<file path="src/rtl/beidou_pkg.sv">
// Shared constants and types for the BeiDou B1I transmit/receive blocks.
package beidou_pkg;

    localparam logic [10:0] G1_INIT = 11'b11010110101;
    localparam logic [10:0] G2_INIT = 11'b00001000101;

    // Feedback taps: G1 bits 10,9,8,7,6,0; G2 bits 10,9,8,7,4,3,2,1,0.
    localparam logic [10:0] G1_TAPS = 11'b11111000001;
    localparam logic [10:0] G2_TAPS = 11'b11110011111;

    localparam logic [1:0] IF_POS  = 2'b01;
    localparam logic [1:0] IF_ZERO = 2'b00;
    localparam logic [1:0] IF_NEG  = 2'b11;

    typedef enum logic {
        IDLE,
        RUN
    } state_t;

endpackage

</file>
<file path="src/rtl/beidou_gold_code_gen.sv">
// G1/G2 Gold code generator; load has priority over step and restores the INIT values.
module beidou_gold_code_gen
    import beidou_pkg::*;
(
    input  logic clk,
    input  logic rst_n,
    input  logic load,
    input  logic step,
    output logic code
);

    logic [10:0] g1_q, g1_d;
    logic [10:0] g2_q, g2_d;

    always_comb begin
        g1_d = g1_q;
        g2_d = g2_q;
        if (load) begin
            g1_d = G1_INIT;
            g2_d = G2_INIT;
        end else if (step) begin
            g1_d = {g1_q[9:0], ^(g1_q & G1_TAPS)};
            g2_d = {g2_q[9:0], ^(g2_q & G2_TAPS)};
        end
    end

    always_ff @(posedge clk) begin
        if (!rst_n) begin
            g1_q <= G1_INIT;
            g2_q <= G2_INIT;
        end else begin
            g1_q <= g1_d;
            g2_q <= g2_d;
        end
    end

    assign code = g1_q[10] ^ g2_q[0] ^ g2_q[2];

endmodule

</file>
<file path="src/rtl/beidou_b1i_modulator.sv">
// B1I-style transmit path: spreads nav bits with the G1^G2 Gold code and BPSK-modulates them
// onto a 4-phase (+1,0,-1,0) carrier, producing one 2-bit signed IF sample per clk.
module beidou_b1i_modulator
    import beidou_pkg::*;
#(
    parameter int unsigned CLKS_PER_CHIP  = 3052,
    parameter int unsigned CHIPS_PER_CODE = 2046,
    parameter int unsigned CODES_PER_BIT  = 2
) (
    input  logic       clk,
    input  logic       rst_n,
    input  logic       en,
    input  logic       data_in,
    input  logic       data_valid,
    output logic       data_ready,
    output logic [1:0] if_out,
    output logic       chip_strobe,
    output logic       code_epoch,
    output logic       bit_epoch,
    output logic       underrun,
    output logic       active
);

    localparam int unsigned ClkW  = (CLKS_PER_CHIP > 1) ? $clog2(CLKS_PER_CHIP) : 1;
    localparam int unsigned ChipW = (CHIPS_PER_CODE > 1) ? $clog2(CHIPS_PER_CODE) : 1;
    localparam int unsigned CodeW = (CODES_PER_BIT > 1) ? $clog2(CODES_PER_BIT) : 1;

    localparam logic [ClkW-1:0]  ClkMax  = ClkW'(CLKS_PER_CHIP - 1);
    localparam logic [ChipW-1:0] ChipMax = ChipW'(CHIPS_PER_CODE - 1);
    localparam logic [CodeW-1:0] CodeMax = CodeW'(CODES_PER_BIT - 1);

    state_t           state_q, state_d;
    logic             hold_full_q, hold_full_d;
    logic             hold_reg_q, hold_reg_d;
    logic             cur_bit_q, cur_bit_d;
    logic [ClkW-1:0]  clk_cnt_q, clk_cnt_d;
    logic [ChipW-1:0] chip_cnt_q, chip_cnt_d;
    logic [CodeW-1:0] code_cnt_q, code_cnt_d;
    logic [1:0]       phase_q, phase_d;
    logic [1:0]       if_out_q, if_out_d;

    logic run, accept, start, cont, code, b;

    assign run         = (state_q == RUN);
    assign chip_strobe = run && (clk_cnt_q == ClkMax);
    assign code_epoch  = chip_strobe && (chip_cnt_q == ChipMax);
    assign bit_epoch   = code_epoch && (code_cnt_q == CodeMax);
    assign accept      = data_valid && !hold_full_q;
    assign start       = !run && en && hold_full_q;
    assign cont        = bit_epoch && en && hold_full_q;
    assign underrun    = bit_epoch && en && !hold_full_q;
    assign b           = cur_bit_q ^ code;

    beidou_gold_code_gen u_gold (
        .clk   (clk),
        .rst_n (rst_n),
        .load  (start || code_epoch),
        .step  (chip_strobe),
        .code  (code)
    );

    always_comb begin
        state_d     = state_q;
        hold_full_d = hold_full_q;
        hold_reg_d  = hold_reg_q;
        cur_bit_d   = cur_bit_q;
        clk_cnt_d   = clk_cnt_q;
        chip_cnt_d  = chip_cnt_q;
        code_cnt_d  = code_cnt_q;
        phase_d     = phase_q;
        if_out_d    = IF_ZERO;

        if (accept) begin
            hold_reg_d  = data_in;
            hold_full_d = 1'b1;
        end
        if (start || cont) begin
            cur_bit_d   = hold_reg_q;
            hold_full_d = 1'b0;
        end

        unique case (state_q)
            IDLE: begin
                if (start) begin
                    state_d    = RUN;
                    clk_cnt_d  = '0;
                    chip_cnt_d = '0;
                    code_cnt_d = '0;
                    phase_d    = 2'd0;
                end
            end
            RUN: begin
                unique case (phase_q)
                    2'd0:    if_out_d = b ? IF_POS : IF_NEG;
                    2'd2:    if_out_d = b ? IF_NEG : IF_POS;
                    default: if_out_d = IF_ZERO;
                endcase
                phase_d = phase_q + 2'd1;
                // Nested wrap: each counter only moves when every inner counter is at max.
                if (chip_strobe) begin
                    clk_cnt_d = '0;
                    if (code_epoch) begin
                        chip_cnt_d = '0;
                        code_cnt_d = bit_epoch ? '0 : code_cnt_q + CodeW'(1);
                    end else begin
                        chip_cnt_d = chip_cnt_q + ChipW'(1);
                    end
                end else begin
                    clk_cnt_d = clk_cnt_q + ClkW'(1);
                end
                if (bit_epoch && !cont) begin
                    state_d = IDLE;
                end
            end
            default: state_d = IDLE;
        endcase
    end

    always_ff @(posedge clk) begin
        if (!rst_n) begin
            state_q     <= IDLE;
            hold_full_q <= 1'b0;
            hold_reg_q  <= 1'b0;
            cur_bit_q   <= 1'b0;
            clk_cnt_q   <= '0;
            chip_cnt_q  <= '0;
            code_cnt_q  <= '0;
            phase_q     <= 2'd0;
            if_out_q    <= IF_ZERO;
        end else begin
            state_q     <= state_d;
            hold_full_q <= hold_full_d;
            hold_reg_q  <= hold_reg_d;
            cur_bit_q   <= cur_bit_d;
            clk_cnt_q   <= clk_cnt_d;
            chip_cnt_q  <= chip_cnt_d;
            code_cnt_q  <= code_cnt_d;
            phase_q     <= phase_d;
            if_out_q    <= if_out_d;
        end
    end

    assign data_ready = !hold_full_q;
    assign if_out     = if_out_q;
    assign active     = run;

endmodule
</file>
<file path="config.mk">
export PLATFORM = sky130hd
export DESIGN_NAME = beidou_b1i_modulator
export DESIGN_NICKNAME = d
export VERILOG_FILES = /design/src/rtl/beidou_pkg.sv /design/src/rtl/beidou_gold_code_gen.sv /design/src/rtl/beidou_b1i_modulator.sv
export SDC_FILE = /design/constraint.sdc
export NUM_CORES = 1
export LEC_CHECK = 0
export ABC_AREA = 1
export ABC_CLOCK_PERIOD_IN_PS = 4600
export CORE_UTILIZATION = 40
export DETAILED_ROUTE_END_ITERATION = 16
export GPL_TIMING_DRIVEN = 0
export PLACE_DENSITY_LB_ADDON = 0.1
export RECOVER_POWER = 100
export REMOVE_ABC_BUFFERS = 1
export SYNTH_ARGS = -nofsm -noshare
export SYNTH_HDL_FRONTEND = slang
export SYNTH_SLANG_ARGS = --single-unit
</file>
<file path="constraint.sdc">
create_clock -name clk -period 4.6 [get_ports clk]
set_input_delay 1.38 -clock clk [delete_from_list [all_inputs] [get_ports clk]]
set_output_delay 1.38 -clock clk [all_outputs]
set_load 0.03 [all_outputs]
</file>
==> impl_metrics.json <==
{
  "critPathTopFamily": "buffers and inverters",
  "cp_slowest_stage_delay_ns": 0.74,
  "die_h_um": 83.2,
  "grt_max_degree": 23,
  "wl_met1_um": 2970,
  "syn-cell-area_mm2": 0.00264,
  "final_antenna_net_count": 0,
  "ctsHtreeMaxLevel": 2,
  "final_cell_count_no_fill": 452,
  "numPortBuffers": 12,
  "fillerInstances": 665,
  "drt_wl_total_um": 5430,
  "path_cells": "dlygate4sd3_1, nand2_1, nor2_1, dlygate4sd3_1",
  "dr.pass1.iters": 4,
  "power.density_mw_per_mm2": 285,
  "dp_cells": 444,
  "fin_tns_setup_ns": 0,
  "worst_pin_slew_ns": 1.46,
  "ys_warn_count": 0,
  "setup_viol": 0,
  "fin_skew_ns": 0.00654,
  "gp_congestion": 0.834,
  "io_pins": 13,
  "synthCells": 364,
  "leakagePower_nw": 1.13,
  "maxCapViolCount": 0,
  "viasPerCell": 4.91,
  "synth_largest_area_cell": "dfxtp_1",
  "vdd.ir_drop.worst_uv": 131,
  "grt-ovfl-total": 0,
  "clockRootBuffer": "clkbuf_8",
  "cts_resized": 0,
  "fmax_mhz": 233,
  "cts_hold_buffers": 0,
  "crit_type": "input port to output port",
  "yosysTopAreaCellShare_pct": 40.9,
  "final.min_clock_period_ns": 4.29,
  "clock_sinks": 54,
  "synth.distinct_cells": 32,
  "cts-buffers-inserted": 5,
  "synth_commonest_cells": "96 x nand2_1, 54 x dfxtp_1, 36 x inv_1, 35 x nor2_1, 31 x a21oi_1",
  "synth.yosys.seq_area_share_pct": 40.9,
  "maxSlewViolCount": 0,
  "initial_utilization_pct": 41.6,
  "drive_gt1_share_pct": 4.80,
  "slew_headroom_pct": 2.60,
  "cts_setup_buffers": 0,
  "cts_tree": "built",
  "vias": 2220,
  "grt.total_usage_pct": 16.7,
  "end_kind": "output port",
  "nets": 384,
  "p_total_mw": 0.815,
  "timing.critical_path.mode_cell": "dlygate4sd3_1",
  "wl_per_cell_um": 12.0,
  "grt_pass1_vias": 2013,
  "die_w_um": 83.2,
  "clk_latency_ns": 0.31,
  "status": "finished clean",
  "hold_class": "register to register",
  "crit_arrival_ns": 2.91,
  "synthMostInstantiatedCell": "nand2_1",
  "drc": 0,
  "cts_buffer_depth": 2,
  "core_area_mm2": 0.00635,
  "worst_setup_path_start_kind": "input port",
  "n_antenna_cell": 0,
  "required_ns": 3.22,
  "hpwl_um": 3870,
  "dieArea_mm2": 0.00693,
  "antenna_found_initial": 0,
  "syn2layout_area_growth_pct": 8.44,
  "hold_viol_final": 0,
  "slowest_stage": "dlygate4sd3_1",
  "route.met2.wl_um": 2250,
  "fin_crit_sh_pct": 93.3,
  "cp_max_fo": 2,
  "avgSynthCellArea_um2": 7.25,
  "rsz0062_at_grt": "false",
  "synth-edff-count": 0,
  "placed_area_mm2": 0.00279,
  "wl_met3_um": 153,
  "ys_seq_elements": 54,
  "synth_ff_type": "dfxtp_1",
  "synthTopCellsByArea": "dfxtp_1 41%, nand2_1 14%, a21oi_1 5.9%",
  "drt_iter0_markers": 141,
  "synth_async_sr_flop_share_pct": 0,
  "top_layer_used": "met4",
  "num_rows": 29,
  "path_buf_inv": 2,
  "final_cell_area_mm2": 0.00286,
  "grt_pass1_wl_um": 9380,
  "clkTransAtPathRegs_ns": 0.10
}
where the power goes:
| group | internal [mW] | switching, mW |
|---|---|---|
| Combinational | 0.0150 | 0.0344 |
| Sequential | 0.474 | 0.00659 |
| Clock | 0.124 | 0.161 |
| Total | 0.613 | 0.202 |
placed cells by master, fill, tap and decap left out, types with 3 or more instances in the layout:
master and instances:
dfxtp_1 54, nand4_1 10, xor2_1 8, xnor2_1 9, nor2_1 36, inv_1 39, ha_1 5, nand2_1 97
nor3_1 8, nand2_2 3, clkbuf_8 6, a21oi_1 31, o21ai_0 11, nand3_1 24, dlygate4sd3_1 10
sequential cells by signal (all words and copies together), names as in the netlist:
register / count
hold_full_q: 1
u_gold.g2_q: 11
code_cnt_q: 1
active: 1
clk_cnt_q: 12
chip_cnt_q: 11
u_gold.g1_q: 11
if_out: 2
phase_q: 2
hold_reg_q: 1
cur_bit_q: 1
cell families (layout without fill, tap and decap cells):
group	Yosys count	after routing	share of synthesized area, %
flops	54	54	40.9
buf+inv	49	60	8.10
fa+ha+maj	5	5	2.37
compound gates	48	48	9.81
simple gates	191	191	33.1
xor+xnor	17	17	5.64
path summary, 6_finish.rpt:
kind / from / to / slack [ns] / cells after the start
worst min-delay path: u_gold.g1_q[3] / u_gold.g1_q[3] / 0.47 / 2
worst min register to register: u_gold.g1_q[3] / u_gold.g1_q[3] / 0.47 / 2
worst max register to register: clk_cnt_q[0] / code_cnt_q / 0.78 / 10
worst max-delay path: en / underrun / 0.31 / 4
routing by layer:
metal  up-vias  global-route usage [%]
met5         -                       0
met4         0                    4.39
met3         5                    3.98
met2        28                    25.7
met1       998                    23.4
li1       1189                       -
worst register-to-register path, stage by stage (launching register included):
cell	delay [ns]
dfxtp_1	0.40
ha_1	0.27
nand2_1	0.12
nor2_4	0.14
nand3_1	0.12
nor2_1	1.10
nand2_1	0.17
nand3_1	0.70
inv_1	0.46
nor2_1	0.19
nor2_1	0.05
final cells by class:
type                    instances  area (um2)  share of cell area [%]
flip-flops and latches         54        1080                    37.8
clock buffers                   6        82.6                    2.88
clock inverters                 2        17.5                   0.612
multi-input cells             261        1320                    45.9
well taps                      77        96.3                    3.37
inverters                      40         150                    5.24
repair buffers                 12         120                    4.20
metrics by stage:
step | hold slack, ns | worst slack [ns] | util (%)
global route | 0.480 | 0.205 | 45.1
global placement | 0.450 | 0.447 | 44.0
CTS | 0.472 | 0.373 | 45.6
floorplan | 0.430 | 0.866 | -
detailed placement | 0.457 | 0.448 | 44.0
finish | 0.469 | 0.307 | 45.1
Note: power is estimated with default switching activity, not from simulation.
